`config.mk`:
```
export PLATFORM = sky130hd
export DESIGN_NAME = ifetch_unit
export DESIGN_NICKNAME = d
export VERILOG_FILES = /design/src/rtl/ifetch_unit.sv
export SDC_FILE = /design/constraint.sdc
export NUM_CORES = 1
export LEC_CHECK = 0
export CAP_MARGIN = 10
export CELL_PAD_IN_SITES_DETAIL_PLACEMENT = 2
export CELL_PAD_IN_SITES_GLOBAL_PLACEMENT = 2
export CORE_ASPECT_RATIO = 0.9
export CORE_UTILIZATION = 40
export CTS_CLUSTER_SIZE = 14
export DETAILED_ROUTE_END_ITERATION = 16
export PLACE_DENSITY = 0.82
export SLEW_MARGIN = 10
export SYNTH_ARGS = -nofsm -noshare
export SYNTH_HDL_FRONTEND = slang
export SYNTH_SLANG_ARGS = --single-unit
```
`constraint.sdc`:
```
create_clock -name clk -period 9.6 [get_ports clk]
set_input_delay 0.96 -clock clk [delete_from_list [all_inputs] [get_ports clk]]
set_output_delay 0.96 -clock clk [all_outputs]
set_load 0.02 [all_outputs]
```
`src/rtl/ifetch_unit.sv`:
```
// ifetch_unit: instruction fetch stage for the 64-bit core.
// Generates sequential fetch PCs and issues in-order requests to instruction
// memory. It buffers the returned 32-bit words with their PCs and presents
// them to decode over a valid/ready handshake.
//
// Ports:
//   clk, rst_n           clock, asynchronous active-low reset
//   redirect_valid/_pc   branch/trap redirect pulse and target (bits [1:0] ignored)
//   imem_req_*           fetch request channel (valid/ready/addr)
//   imem_resp_*          in-order response channel (valid/data/err), never stalled
//   out_*                decode channel (valid/ready/inst/pc/fault)
//   perf_fetched/_dropped  only with IFETCH_PERF_EN defined: pop and discard counters
//
// Optional feature macro: IFETCH_PERF_EN.
module ifetch_unit #(
  parameter logic [63:0] RESET_PC = 64'h0000_0000_8000_0000,
  parameter int          DEPTH    = 2
) (
  input  logic        clk,
  input  logic        rst_n,
  input  logic        redirect_valid,
  input  logic [63:0] redirect_pc,
  output logic        imem_req_valid,
  input  logic        imem_req_ready,
  output logic [63:0] imem_req_addr,
  input  logic        imem_resp_valid,
  input  logic [31:0] imem_resp_data,
  input  logic        imem_resp_err,
  output logic        out_valid,
  input  logic        out_ready,
  output logic [31:0] out_inst,
  output logic [63:0] out_pc,
  output logic        out_fault
`ifdef IFETCH_PERF_EN
  ,
  output logic [63:0] perf_fetched,
  output logic [63:0] perf_dropped
`endif
);

  localparam int CW = $clog2(DEPTH + 1);
  localparam int PW = $clog2(DEPTH);
  localparam logic [CW:0] DEPTH_C = (CW+1)'(DEPTH);

  typedef enum logic {ST_RUN = 1'b0, ST_HALT = 1'b1} state_t;

  state_t          r_state;
  logic            r_req_valid;
  logic [63:0]     r_pc;
  logic [CW-1:0]   r_inflight;
  logic [CW-1:0]   r_drop;
  logic [CW-1:0]   r_count;
  logic [PW-1:0]   r_q_wr, r_q_rd;
  logic [PW-1:0]   r_b_wr, r_b_rd;

  logic [63:0]     r_pcq   [DEPTH];
  logic [31:0]     r_binst [DEPTH];
  logic [63:0]     r_bpc   [DEPTH];
  logic            r_bflt  [DEPTH];

  logic            w_accept, w_discard, w_push, w_pop, w_nonempty, w_credit_ok;
  logic [CW-1:0]   w_inflight_nxt, w_count_nxt, w_drop_nxt;
  logic [63:0]     w_pc_nxt;
  state_t          w_state_nxt;
  logic            w_req_valid_nxt;
  logic            w_unused_rpc_lo;

  assign w_unused_rpc_lo = ^redirect_pc[1:0];

  assign w_accept   = r_req_valid & imem_req_ready;
  // Responses of a stale stream (pending drop, halted, or arriving while the
  // redirect is flushing) never enter the buffer.
  assign w_discard  = imem_resp_valid &
                      ((r_drop != '0) | (r_state == ST_HALT) | redirect_valid);
  assign w_push     = imem_resp_valid & ~w_discard;
  assign w_nonempty = (r_count != '0);
  assign w_pop      = out_valid & out_ready;

  assign w_inflight_nxt = r_inflight + CW'(w_accept) - CW'(imem_resp_valid);
  assign w_count_nxt    = redirect_valid ? '0 : (r_count + CW'(w_push) - CW'(w_pop));
  assign w_credit_ok    = ({1'b0, w_inflight_nxt} + {1'b0, w_count_nxt}) < DEPTH_C;

  always_comb begin
    w_state_nxt = r_state;
    if (redirect_valid)
      w_state_nxt = ST_RUN;
    else if (r_state == ST_RUN && w_push && imem_resp_err)
      w_state_nxt = ST_HALT;

    // Everything still outstanding after a redirect belongs to the old stream.
    w_drop_nxt = r_drop;
    if (redirect_valid)
      w_drop_nxt = w_inflight_nxt;
    else if (imem_resp_valid && r_drop != '0)
      w_drop_nxt = r_drop - 1'b1;

    w_pc_nxt = r_pc;
    if (redirect_valid)
      w_pc_nxt = {redirect_pc[63:2], 2'b00};
    else if (w_accept)
      w_pc_nxt = r_pc + 64'd4;

    // An unaccepted request is held stable; only a redirect may withdraw it.
    w_req_valid_nxt = 1'b0;
    if (redirect_valid)
      w_req_valid_nxt = w_credit_ok;
    else if (r_req_valid && !w_accept)
      w_req_valid_nxt = 1'b1;
    else
      w_req_valid_nxt = (w_state_nxt == ST_RUN) && w_credit_ok;
  end

  always_ff @(posedge clk or negedge rst_n) begin
    if (!rst_n) begin
      r_state     <= ST_RUN;
      r_req_valid <= 1'b0;
      r_pc        <= RESET_PC;
      r_inflight  <= '0;
      r_drop      <= '0;
      r_count     <= '0;
      r_q_wr      <= '0;
      r_q_rd      <= '0;
      r_b_wr      <= '0;
      r_b_rd      <= '0;
    end else begin
      r_state     <= w_state_nxt;
      r_req_valid <= w_req_valid_nxt;
      r_pc        <= w_pc_nxt;
      r_inflight  <= w_inflight_nxt;
      r_drop      <= w_drop_nxt;
      r_count     <= w_count_nxt;
      // The PC queue tracks every outstanding request, dropped ones included,
      // so it is never flushed.
      if (w_accept)        r_q_wr <= r_q_wr + 1'b1;
      if (imem_resp_valid) r_q_rd <= r_q_rd + 1'b1;
      if (redirect_valid) begin
        r_b_wr <= '0;
        r_b_rd <= '0;
      end else begin
        if (w_push) r_b_wr <= r_b_wr + 1'b1;
        if (w_pop)  r_b_rd <= r_b_rd + 1'b1;
      end
    end
  end

  always_ff @(posedge clk) begin
    if (w_accept)
      r_pcq[r_q_wr] <= r_pc;
    if (w_push) begin
      r_binst[r_b_wr] <= imem_resp_err ? 32'h0 : imem_resp_data;
      r_bpc[r_b_wr]   <= r_pcq[r_q_rd];
      r_bflt[r_b_wr]  <= imem_resp_err;
    end
  end

  assign imem_req_valid = r_req_valid;
  assign imem_req_addr  = r_pc;
  assign out_valid      = w_nonempty & ~redirect_valid;
  assign out_inst       = w_nonempty ? r_binst[r_b_rd] : 32'h0;
  assign out_pc         = w_nonempty ? r_bpc[r_b_rd]   : 64'h0;
  assign out_fault      = w_nonempty ? r_bflt[r_b_rd]  : 1'b0;

`ifdef IFETCH_PERF_EN
  always_ff @(posedge clk or negedge rst_n) begin
    if (!rst_n) begin
      perf_fetched <= '0;
      perf_dropped <= '0;
    end else begin
      if (w_pop)     perf_fetched <= perf_fetched + 64'd1;
      if (w_discard) perf_dropped <= perf_dropped + 64'd1;
    end
  end
`endif

endmodule

```
==> reports/qor.yml <==
status:
  run_status: "finished, final reports clean"
clock_network:
  clock_insertion_delay_worst_skew_ns: 0.55
  number_of_buffers_on_the_longest_clock_path: 3
  tritoncts: "built"
  cts_hold_repair.buffers: 0
  cts_num_sinks: 388
  clk_root_buffer_cell: "clkbuf_16"
  cts.reportedPaths.clkPinSlew_ns: 0.06
  post_cts.resized_instances: 0
  numCtsBuffers: 42
  post_cts.repair.setup_buffers: 0
  h-tree-depth: 2
drt:
  route.antenna.remaining_nets: 0
  initial_drc_count: 673
  drt-vias-per-instance: 5.45
  drt-pass1-iter-count: 4
  route.detailed.drc: 0
  wl_per_cell_um: 25.9
  drt_wl_total_um: 51000
  routed-via-count: 10700
logic_synthesis:
  async_reset_ff_share_pct: 19.1
  yosys.area_share.adder_pct: 0.587
  post_synth_and_or_nand_nor_area_fraction_pct: 11.5
  syn_area_um2: 16200
  ys.flop_type: "edfxtp_1"
  syn_avg_cell_area_um2: 14.2
  synthesis.yosys.warnings: 0
  number_of_enable_type_register_cells_in_the_synthesized_netlist: 314
  post_synth_num_cell_types: 46
  synth.mux.area_fraction_pct: 10.5
  yosys.area_share.xor_xnor_pct: 2.38
  synth_seq_area_share_pct: 69.6
  combinational_family_with_the_most_area_after_synthesis: "simple AND/OR/NAND/NOR gates"
  synthesis.instances: 1145
  post_synthesis_compound_gate_area_fraction_pct: 3.56
  synth-seq-cells: 388
timing:
  tightestPinTransition_ns: 1.29
  tns_ns: 0
  setup_viol: 0
  slew_limit_fails: 0
  max-slew-margin-rel_pct: 13.5
  rsz0062_at_grt: "false"
  minimum_period_implied_by_the_final_worst_setup_slack_ns: 4.49
  clock_skew_ns: 0.0334
  final_hold_viol_count: 0
  clock.fmax_mhz: 223
  timing.final.crit_share_pct: 46.8
  final.setup.worst_slack_ns: 5.11
setup_path:
  timing.critical_path.cells: "buf_4, mux2i_1, nor2_1, clkdlybuf4s50_1"
  critPathLaunchType: "register"
  critPathTopFamily: "buffers and inverters"
  cp_slowest_cell: "dfrtp_4"
  path_buf_inv: 2
  timing_worst_setup_path_type: "register to primary output"
  crit_fanout: 50
  worst-endpoint-arrival_ns: 3.53
  worst_setup_path_end_kind: "primary output"
  max_stage_delay_ns: 1.05
  cp.required_ns: 8.64
global_routing:
  largest_net_degree_at_the_start_of_global_routing: 70
  grt_overflow: 0
  antenna_found_initial: 1
  wire_length_of_the_first_global_routing_pass_um: 76600
  gr-usage-all-layers_pct: 24.8
  first_global_vias: 12100
layout:
  final_design_area_no_fill_um2: 20700
  final_net_count: 1516
  drive_above_1_share_pct: 10.8
  finalNonFillerCells: 1972
  syn_to_final_growth_pct: 27.9
floorplan:
  ios: 266
  row_count: 69
  die_height_um: 193
  core_region_area_um2: 39700
  die_x_um: 214
  design.die.area_um2: 41300
  initial_core_util_pct: 40.8
power:
  power_uw: 5200
  ir_worst_vdd_mv: 0.191
  power_per_cell_area_nw_per_um2: 251
  power.leakage_uw: 0.00693
placed_design:
  gp_congestion: 0.768
  dpl_worst_slack_ns: 5.12
  dpl_cell_area_um2: 19400
  hpwlAfterDp_um: 32500
  placed_cells: 1894
  port_buffers: 259
job:
  maxCapViolations: 0
hold_path:
  hold_path_class: "input pin to async pin"
==> cells in the mapped netlist (2+ instances only) <==
cell / n / area share [%]
nor2_1: 132 / 3.1
ha_1: 6 / 0.46
o211ai_1: 5 / 0.23
buf_1: 13 / 0.30
a22oi_1: 7 / 0.32
o31ai_1: 11 / 0.51
nand3_1: 22 / 0.68
a31o_2: 2 / 0.11
or4_4: 2 / 0.14
and4_1: 5 / 0.27
nand2b_1: 2 / 0.077
or4_1: 8 / 0.37
o21ai_0: 45 / 1.4
nand3b_1: 2 / 0.093
and2_1: 7 / 0.27
and3_1: 15 / 0.58
edfxtp_1: 314 / 58
xor2_1: 17 / 0.92
clkbuf_1: 39 / 0.90
dfrtp_1: 73 / 11
buf_4: 4 / 0.19
nand2_1: 71 / 1.6
nor3_1: 13 / 0.40
nor4_1: 12 / 0.46
nor2b_1: 40 / 1.5
nand4_1: 23 / 0.89
or2_2: 3 / 0.12
or3_1: 15 / 0.58
inv_1: 15 / 0.35
mux2i_1: 99 / 6.1
mux2_2: 63 / 4.4
a31oi_1: 19 / 0.73
nand4b_1: 2 / 0.11
xnor2_1: 27 / 1.5
==> sequential cells by signal (all words and copies together), names as in the netlist, 2 cells and up <==
name	flops
r_binst	64
r_bpc	124
imem_req_addr	62
r_inflight	2
r_pcq	124
r_drop	2
r_bflt	2
r_count	2
==> per-stage QoR <==
step	utilization [%]	hold WS, ns
6_report	52.2	0.368
5_1_grt	52.2	0.372
4_1_cts	52.2	0.357
3_5_place_dp	48.7	0.529
3_3_place_gp	48.7	0.524
2_1_floorplan	-	0.460
==> final timing paths <==
| check | from | to | slack (ns) | depth (start not counted) |
|---|---|---|---|---|
| worst max register to register | r_count[1] | imem_req_valid | 5.42 | 13 |
| worst max-delay path | r_b_rd | out_inst[8] | 5.11 | 4 |
| worst min register to register | r_inflight[0] | r_inflight[0] | 0.54 | 1 |
| worst min-delay path | rst_n | imem_req_addr[12] | 0.37 | 1 |
| min in group clk | r_inflight[0] | r_inflight[0] | 0.54 | 1 |
| max in group asynchronous | rst_n | r_b_rd | 8.12 | 2 |
==> metal layers <==
| layer | up-vias | part of all wire, % | track usage (%) |
|---|---|---|---|
| li1 | 4753 | - | - |
| met1 | 5566 | 42 | 30.6 |
| met2 | 338 | 50 | 44.0 |
| met3 | 82 | 4.9 | 4.56 |
| met4 | 0 | 2.9 | 8.63 |
| met5 | - | 0 | 0 |
==> power breakdown <==
| part | internal [µW] | total (µW) | leakage [µW] | switching [µW] |
|---|---|---|---|---|
| Sequential | 2130 | 2320 | 0.00374 | 191 |
| Clock | 961 | 1630 | 0.000671 | 672 |
| Combinational | 532 | 1240 | 0.00252 | 709 |
| Total | 3630 | 5200 | 0.00693 | 1570 |
==> cells in the final DEF, fill, tap and decap left out, types with 3 or more instances in the layout <==
master / n
inv_1: 15
o211ai_1: 5
clkbuf_8: 4
and2_1: 7
clkbuf_16: 43
nor4_1: 12
nor2b_1: 40
nor2_1: 129
o31ai_1: 11
nand4_1: 23
a22oi_1: 7
nand3_1: 22
clkinv_1: 8
clkinv_2: 6
edfxtp_1: 314
mux2_2: 63
buf_4: 13
o21ai_0: 45
nor2_4: 3
bufinv_16: 4
xor2_1: 17
mux2i_1: 99
or3_1: 15
or2_2: 3
and4_1: 5
clkbuf_1: 9
xnor2_1: 27
or4_1: 8
clkdlybuf4s50_1: 257
nand2_1: 71
nor3_1: 13
a31oi_1: 19
and3_1: 13
conb_1: 4
ha_1: 6
dfrtp_1: 71
==> worst register-to-register path: cells and delay by family, from the launching register on <==
family / cells / cell delay, ns
AO/OA/AOI/OAI: 1 / 0.09
XOR/XNOR: 2 / 0.28
adder cells (fa/ha/maj): 3 / 0.96
buffers and inverters: 2 / 0.81
flip-flops: 1 / 0.42
AND/OR/NAND/NOR: 5 / 1.52
==> kinds of logic after synthesis <==
family,after synthesis
flops,388
simple gates,377
mux,162
compound gates,94
buf+inv,72
xor+xnor,44
fa+ha+maj,7
other cells,1
==> layout make-up <==
| cell class | count | area, µm² |
|---|---|---|
| fill | 3686 | 19000 |
| sequential | 388 | 11300 |
| multi-input combinational | 688 | 4670 |
| timing repair buffer | 271 | 2680 |
| clock buffer | 56 | 1160 |
| tap | 532 | 666 |
| clock inverter | 21 | 205 |
| inverter | 15 | 56.3 |
| antenna | 1 | 2.50 |
(Power assumes the default switching activity.)
